**src/rtl/uart_pkg.sv**
```systemverilog
// rtl/uart_pkg.sv - shared UART types and defaults
package uart_pkg;

  // Frame-level states; uart_tx reuses the same encoding.
  typedef enum logic [2:0] {
    ST_IDLE,
    ST_START,
    ST_DATA,
    ST_STOP,
    ST_WAIT_IDLE
  } uart_state_e;

  localparam int DEFAULT_CLKS_PER_BIT = 10_000;
  localparam int DATA_BITS            = 8;

endpackage

```
**src/rtl/baud_counter.sv**
```systemverilog
// rtl/baud_counter.sv - bit-period counter with wrap and half-point pulses
module baud_counter #(
  parameter int CLKS_PER_BIT = 10_000
) (
  input  logic clk,
  input  logic rst_n,
  input  logic en_i,
  input  logic clr_i,
  output logic wrap_o,
  output logic half_o
);

  localparam int CNT_W = $clog2(CLKS_PER_BIT);

  logic [CNT_W-1:0] cnt_q;
  logic [CNT_W-1:0] cnt_d;

  assign wrap_o = en_i && (cnt_q == CNT_W'(CLKS_PER_BIT - 1));
  assign half_o = en_i && (cnt_q == CNT_W'(CLKS_PER_BIT / 2 - 1));

  // Clear wins over counting; the count rolls over at the end of each bit period.
  always_comb begin
    cnt_d = cnt_q;
    if (clr_i) begin
      cnt_d = '0;
    end else if (en_i) begin
      cnt_d = wrap_o ? '0 : cnt_q + 1'b1;
    end
  end

  // Counter register.
  always_ff @(posedge clk or negedge rst_n) begin
    if (!rst_n) begin
      cnt_q <= '0;
    end else begin
      cnt_q <= cnt_d;
    end
  end

endmodule

```
**src/rtl/uart_rx.sv**
```systemverilog
// rtl/uart_rx.sv - 8N1 UART receiver with valid/ready byte output
module uart_rx #(
  parameter int CLKS_PER_BIT = uart_pkg::DEFAULT_CLKS_PER_BIT,
  parameter int DATA_BITS    = uart_pkg::DATA_BITS
) (
  input  logic                 clk,
  input  logic                 reset,
  input  logic                 rx,
  output logic [DATA_BITS-1:0] rx_data,
  output logic                 rx_valid,
  input  logic                 rx_ready,
  output logic                 frame_err,
  output logic                 overrun,
  output logic                 busy
);

  import uart_pkg::*;

  localparam int BIT_W = $clog2(DATA_BITS + 1);

  uart_state_e          state_q;
  uart_state_e          state_d;
  logic                 rx_meta_q;
  logic                 rxs_q;
  logic [BIT_W-1:0]     bit_idx_q;
  logic [DATA_BITS-1:0] shift_q;
  logic [DATA_BITS-1:0] rx_data_q;
  logic                 rx_valid_q;
  logic                 frame_err_q;
  logic                 overrun_q;

  logic cnt_en;
  logic cnt_clr;
  logic baud_wrap;
  logic baud_half;
  logic shift_en;
  logic frame_good;
  logic frame_bad;

  baud_counter #(
    .CLKS_PER_BIT(CLKS_PER_BIT)
  ) u_baud (
    .clk   (clk),
    .rst_n (reset),
    .en_i  (cnt_en),
    .clr_i (cnt_clr),
    .wrap_o(baud_wrap),
    .half_o(baud_half)
  );

  // Two-flop synchronizer on the raw line, preset to the idle level.
  always_ff @(posedge clk or negedge reset) begin
    if (!reset) begin
      rx_meta_q <= 1'b1;
      rxs_q     <= 1'b1;
    end else begin
      rx_meta_q <= rx;
      rxs_q     <= rx_meta_q;
    end
  end

  // State register.
  always_ff @(posedge clk or negedge reset) begin
    if (!reset) begin
      state_q <= ST_IDLE;
    end else begin
      state_q <= state_d;
    end
  end

  // Next-state and per-cycle control: start qualification, bit sampling, stop check.
  always_comb begin
    state_d    = state_q;
    cnt_en     = 1'b0;
    cnt_clr    = 1'b0;
    shift_en   = 1'b0;
    frame_good = 1'b0;
    frame_bad  = 1'b0;
    unique case (state_q)
      ST_IDLE: begin
        cnt_clr = 1'b1;
        if (!rxs_q) state_d = ST_START;
      end
      ST_START: begin
        cnt_en = 1'b1;
        if (baud_half) begin
          cnt_clr = 1'b1;
          state_d = rxs_q ? ST_IDLE : ST_DATA;
        end
      end
      ST_DATA: begin
        cnt_en = 1'b1;
        if (baud_wrap) begin
          shift_en = 1'b1;
          if (bit_idx_q == BIT_W'(DATA_BITS - 1)) state_d = ST_STOP;
        end
      end
      ST_STOP: begin
        cnt_en = 1'b1;
        if (baud_wrap) begin
          if (rxs_q) begin
            frame_good = 1'b1;
            state_d    = ST_IDLE;
          end else begin
            frame_bad  = 1'b1;
            state_d    = ST_WAIT_IDLE;
          end
        end
      end
      ST_WAIT_IDLE: begin
        cnt_clr = 1'b1;
        if (rxs_q) state_d = ST_IDLE;
      end
      default: state_d = ST_IDLE;
    endcase
  end

  // Data bits arrive LSB first, so each sample enters at the MSB and shifts down.
  always_ff @(posedge clk or negedge reset) begin
    if (!reset) begin
      bit_idx_q <= '0;
      shift_q   <= '0;
    end else if (state_q == ST_IDLE) begin
      bit_idx_q <= '0;
    end else if (shift_en) begin
      bit_idx_q <= bit_idx_q + 1'b1;
      shift_q   <= {rxs_q, shift_q[DATA_BITS-1:1]};
    end
  end

  // Output holding register: a same-cycle consume makes room for the new byte.
  always_ff @(posedge clk or negedge reset) begin
    if (!reset) begin
      rx_data_q   <= '0;
      rx_valid_q  <= 1'b0;
      frame_err_q <= 1'b0;
      overrun_q   <= 1'b0;
    end else begin
      frame_err_q <= frame_bad;
      overrun_q   <= 1'b0;
      if (frame_good) begin
        if (!rx_valid_q || rx_ready) begin
          rx_data_q  <= shift_q;
          rx_valid_q <= 1'b1;
        end else begin
          overrun_q  <= 1'b1;
        end
      end else if (rx_valid_q && rx_ready) begin
        rx_valid_q <= 1'b0;
      end
    end
  end

  assign rx_data   = rx_data_q;
  assign rx_valid  = rx_valid_q;
  assign frame_err = frame_err_q;
  assign overrun   = overrun_q;
  assign busy      = (state_q != ST_IDLE);

endmodule

```
**config.mk**
```make
export PLATFORM = sky130hd
export DESIGN_NAME = uart_rx
export DESIGN_NICKNAME = d
export VERILOG_FILES = /design/src/rtl/uart_pkg.sv /design/src/rtl/baud_counter.sv /design/src/rtl/uart_rx.sv
export SDC_FILE = /design/constraint.sdc
export NUM_CORES = 1
export LEC_CHECK = 0
export ABC_AREA = 1
export CORE_MARGIN = 2
export CORE_UTILIZATION = 40
export CTS_CLUSTER_SIZE = 28
export DETAILED_ROUTE_END_ITERATION = 10
export PLACE_DENSITY = 0.57
export RECOVER_POWER = 50
export SLEW_MARGIN = 10
export SYNTH_ARGS = -nofsm -noshare
export SYNTH_HDL_FRONTEND = slang
export SYNTH_SLANG_ARGS = --single-unit
export TNS_END_PERCENT = 30
```
**constraint.sdc**
```tcl
create_clock -name clk -period 2.4 [get_ports clk]
set_input_delay 0.24 -clock clk [delete_from_list [all_inputs] [get_ports clk]]
set_output_delay 0.24 -clock clk [all_outputs]
set_load 0.03 [all_outputs]
```
# After elaboration in Yosys (flattened, before gate mapping)
# Cells that the tools add are included.
# op_classes
bitwise,1
n_addsub,2
reduce_logical,16
eq_ne,14
mux,30
# ops
cell,n
$mux W14,3
$mux W3,7
$mux W1,15
$pmux W3 S5,1
$add A14 B1 Y14 const B,1
$eq A14 B13 Y1 const B,1
$eq A14 B14 Y1 const B,1
$mux W4,2
$ne A2 B2 Y1 const B,4
$eq A3 B2 Y1 const B,2
$ne A2 B1 Y1 const B,3
$reduce_and A2 Y1,3
$reduce_and A6 Y1,1
$reduce_bool A2 Y1,3
$add A4 B1 Y4 const B,1
$eq A4 B3 Y1 const B,1
$eq A3 B1 Y1 const B,1
$eq A3 B3 Y1 const B,1
$logic_and A1 B1 Y1,3
$logic_not A3 Y1,1
$reduce_bool A3 Y1,1
$reduce_or A3 Y1,1
$mux W2,1
$pmux W1 S2,1
other kinds (4),4
# totals
in_bits,4
output_inout_bits,12
regBits,42
word_cells,73

# Logic depth before layout (Yosys ltp)
# depth
depth_word,8
mapped_depth,10
mapped_depth_nobuf,10

# Hierarchy
# Synthesis repeated with hierarchy kept, for this count alone.
# hier_totals
hier_cells,265
area_unflattened_um2,2124.5
# modules_own_cells
mod,seq_area_each_um2,cells_each,area_each_um2,n_inst
uart_rx,703.2,129,1211.2,1
baud_counter,350.3,136,913.4,1

# Worst setup path before layout
# Ideal clock, no wire load.
# synth_timing
path_kind,register to register
start,register u_baud.cnt_q[0]
end,register rx_data_q[5] (netlist: rx_data[5])
setup_time_ns,0.118
path_buffers,1
stages_incl_launch_ff,10
arrival_ns,1.371
required_time_ns,2.282
synth_period_minus_slack_ns,1.489
path_slack_ns,0.911
path_cell_list,dfrtp_1 ha_1 nand2_4 nor2_4 nand3_2 nor2_4 nand3_4 buf_6 nand2_2 o21ai_2
# synth_via
elab_chain_len,5
# synth_rtl
item,line_no,source
from (decl),baud_counter.sv:15,logic [CNT_W-1:0] cnt_q;
from (signal assigned),baud_counter.sv:36,cnt_q <= cnt_d;
$eq A14 B14 Y1,baud_counter.sv:18,assign wrap_o = en_i && (cnt_q == CNT_W'(CLKS_PER_BIT - 1));
$logic_and A1 B1 Y1,baud_counter.sv:18,
$mux W1,uart_rx.sv:100,if (baud_wrap) begin
$mux W1,uart_rx.sv:79,unique case (state_q)
$reduce_and A2 Y1 (no line),--,
to (signal assigned),uart_rx.sv:143,rx_data_q <= shift_q;
to (decl),uart_rx.sv:27,logic [DATA_BITS-1:0] rx_data_q;
# Every way passes these cells.
# A chain may end at the register's enable or synchronous reset.

# Worst setup path after layout
# layout_timing
start,register state_q[2]
end,output port busy
# layout_via
elab_chain_len,1
# layout_rtl
item,line_no,source
from (decl),uart_rx.sv:21,uart_state_e state_q;
from (signal assigned),uart_rx.sv:67,state_q <= state_d;
$reduce_bool A3 Y1,uart_rx.sv:158,assign busy = (state_q != ST_IDLE);
to (decl),uart_rx.sv:14,output logic busy
# Every way passes these cells.

==> metrics.csv <==
metric,value,unit
CTS tree,done,
worst hold endpoint,rxs_q,
Post-synth EDFFs,0,
max_slew headroom,14.0,%
Post-Syn Instances,273,
reg2reg setup slack,0.51,ns
Post-Syn Area,0.00228,mm²
FF-to-FF Start,u_baud.cnt_q[0],
Synth Register Bits,42,
first-pass GRT wire length,7.63,mm
most area-consuming cells after synthesis,"dfrtp_1 44%, nand2_1 11%, nor2_1 5.9%",
Yosys warnings,0,
Post-synth top flop,dfrtp_1,
hold path depth,0,
Pleak,1.14,nW
P&R area growth vs syn,12.9,%
number of global-route vias before repair,1664,
Max Fclk,0.464,GHz
fill cell count,552,
CP Capture Type,primary output,
Least-Margin Pin Slew,1.29,ns
Post-Synthesis Net Count,279,
Layout Skew,0.00735,ns
worst skew pair latency,0.30,ns
peak supply drop,0.239,mV
IO Pins,16,
CTS max path bufs,2,
area occupied by multi-input gates,0.00104,mm²
CP required,2.16,ns
top-area cell type share of the netlist area,44.0,%
# Post-CTS Setup Buffers,0,
Routed WL,4.35,mm
Initial DRC Count,120,
width of the chip,79.5,µm
hold_sp,rx_meta_q,
leading area contributor after synthesis,dfrtp_1,
GPL Wtd Cong,0.823,
Root Buffer,clkbuf_8,
Hold Worst Slack,0.361,ns
Wirelength per Cell,11.9,µm
antenna-violating nets left,0,
largest net degree at the start of global routing,23,
Layout Nets,298,
DRT Pass-1 Iters,4,
critical path class,flip-flop to primary output,
"Seq/Total Area, Yosys",46.3,%
H-tree Lvls,2,
setup_tns,0,ns
Reg area,0.00105,mm²
core footprint,0.00551,mm²
Num CTS Buffers,5,
fin. max-slew vios,0,
fin crit share,89.8,%
row count,27,
layout cell share with drive strength beyond 1,16.4,%
Cell variety after synth,29,
Inserted Diodes,0,
MaxCap Viol Count,0,
largest fanout on the critical path,9,
status,completed,
clk slew on worst S/H paths,0.08,ns
detailed-route vias per instance,4.81,
clock sinks,42,
Worst R2R End,bit_idx_q[0],
total track usage,15.4,%
min-delay worst type,flip-flop to flip-flop,
final-report setup violation count,0,
post-synthesis async set-or-reset flop share,100,%
gr ovfl total,0,
IO Port Bufs,15,
Vias,1757,
drc violations,0,
cts repair resizes,0,
CP max-delay cell,clkdlybuf4s50_1,
final hold vios,0,
die height,79.5,µm
Synth Area per Inst,8.34,µm²
Die ar.,0.00631,mm²
crit-path cells,nor2_1 > nand2_1 > clkdlybuf4s50_1,
RSZ-0062 raised after global routing,false,
antenna violations before repair,0,
minimum clock period after layout,2.15,ns
# hold bufs at CTS,1,
post-DP HPWL,3.23,mm
CP arrival,1.91,ns
crit path launch,state_q[2],
CP Launch Type,flip-flop,
CP peak stage delay,0.73,ns
worst reg-to-reg path cell count,8,
Pwr per Cell Area,501,mW/mm²
Starting Density,41.4,%
==> layout by cell type (no fill, tap or decap), types with 2 or more instances in the layout <==
cell type,n
nor3_1,7
nor2_1,38
nand2_2,5
clkdlybuf4s50_1,13
nor2_4,2
dfstp_2,2
nor2_2,4
clkbuf_8,5
dfrtp_1,40
ha_1,2
a21oi_1,2
nand3b_1,3
o21ai_0,3
o21ai_2,14
clkinv_2,2
dlygate4sd3_1,2
xor2_1,9
o21ai_1,3
inv_1,24
nand4_1,9
nand3_1,21
inv_2,5
nand2_4,2
nand2_1,66
==> where the power goes <==
part,internal [mW],switching (mW)
Clock,0.306,0.248
Sequential,0.710,0.000423
Combinational,0.00500,0.0170
Total,1.02,0.266
==> layer usage <==
layer | part of all wire, % | vias up | track usage (%)
li1 | - | 909 | -
met1 | 49 | 814 | 21.0
met2 | 47 | 28 | 24.5
met3 | 3.4 | 6 | 3.39
met4 | 1.3 | 0 | 4.66
met5 | 0 | - | 0
==> how the worst max path moves through the flow <==
stage	endpoint	slack (ns)
5_1_grt	busy	0.13
3_3_place_gp	busy	0.60
3_5_place_dp	busy	0.57
4_1_cts	busy	0.24
2_1_floorplan	rx_data[5]	0.91
6_report	busy	0.25
==> state kept, by name, indices dropped and copies added (netlist names) <==
| signal | flops |
|---|---|
| bit_idx_q | 4 |
| frame_err | 1 |
| overrun | 1 |
| rx_data | 8 |
| rx_meta_q | 1 |
| rx_valid | 1 |
| rxs_q | 1 |
| shift_q | 8 |
| state_q | 3 |
| u_baud.cnt_q | 14 |
==> synth_stat cells, types with 4 or more instances <==
cell type and n:
buf_6 4, dfrtp_1 40, inv_1 24, inv_2 5, nand2_1 66, nand2_2 5
nand3_1 20, nand4_1 9, nor2_1 36, nor2_2 5, nor3_1 7, o21ai_2 14
xor2_1 9
==> worst max-delay path, delay by kind of cell, from the launching register on <==
| family | cells | cell delay, ns |
|---|---|---|
| buffers and inverters | 1 | 0.73 |
| DFF | 1 | 0.54 |
| and+or+nand+nor | 2 | 0.35 |
==> area by class of cell <==
type,instances,share of cell area [%]
clock inverters,3,1.56
flip-flops and latches,42,41.0
inverters,30,4.38
multi-input cells,195,40.4
clock buffers,5,2.68
repair buffers,18,6.48
well taps,72,3.51
==> cell families after synthesis <==
family                   Yosys count  synth area share (%)
buffers and inverters             36                  7.47
adder cells (fa/ha/maj)            2                  1.10
AND/OR/NAND/NOR                  161                  34.2
AO/OA/AOI/OAI                     23                  7.47
flip-flops                        42                  46.3
XOR/XNOR                           9                  3.46
==> stage by stage <==
step           area (µm²)  power [mW]  setup slack (ns)  utilization (%)  cells
2_1_floorplan        2280       0.727             0.911                -    273
3_3_place_gp         2470       0.748             0.601             44.9    356
3_5_place_dp         2470       0.748             0.572             44.9    356
4_1_cts              2590        1.31             0.239             47.0    365
5_1_grt              2570        1.34             0.134             46.7    365
6_report             2570        1.29             0.245             46.7    365
Note: power is estimated with default switching activity, not from simulation.
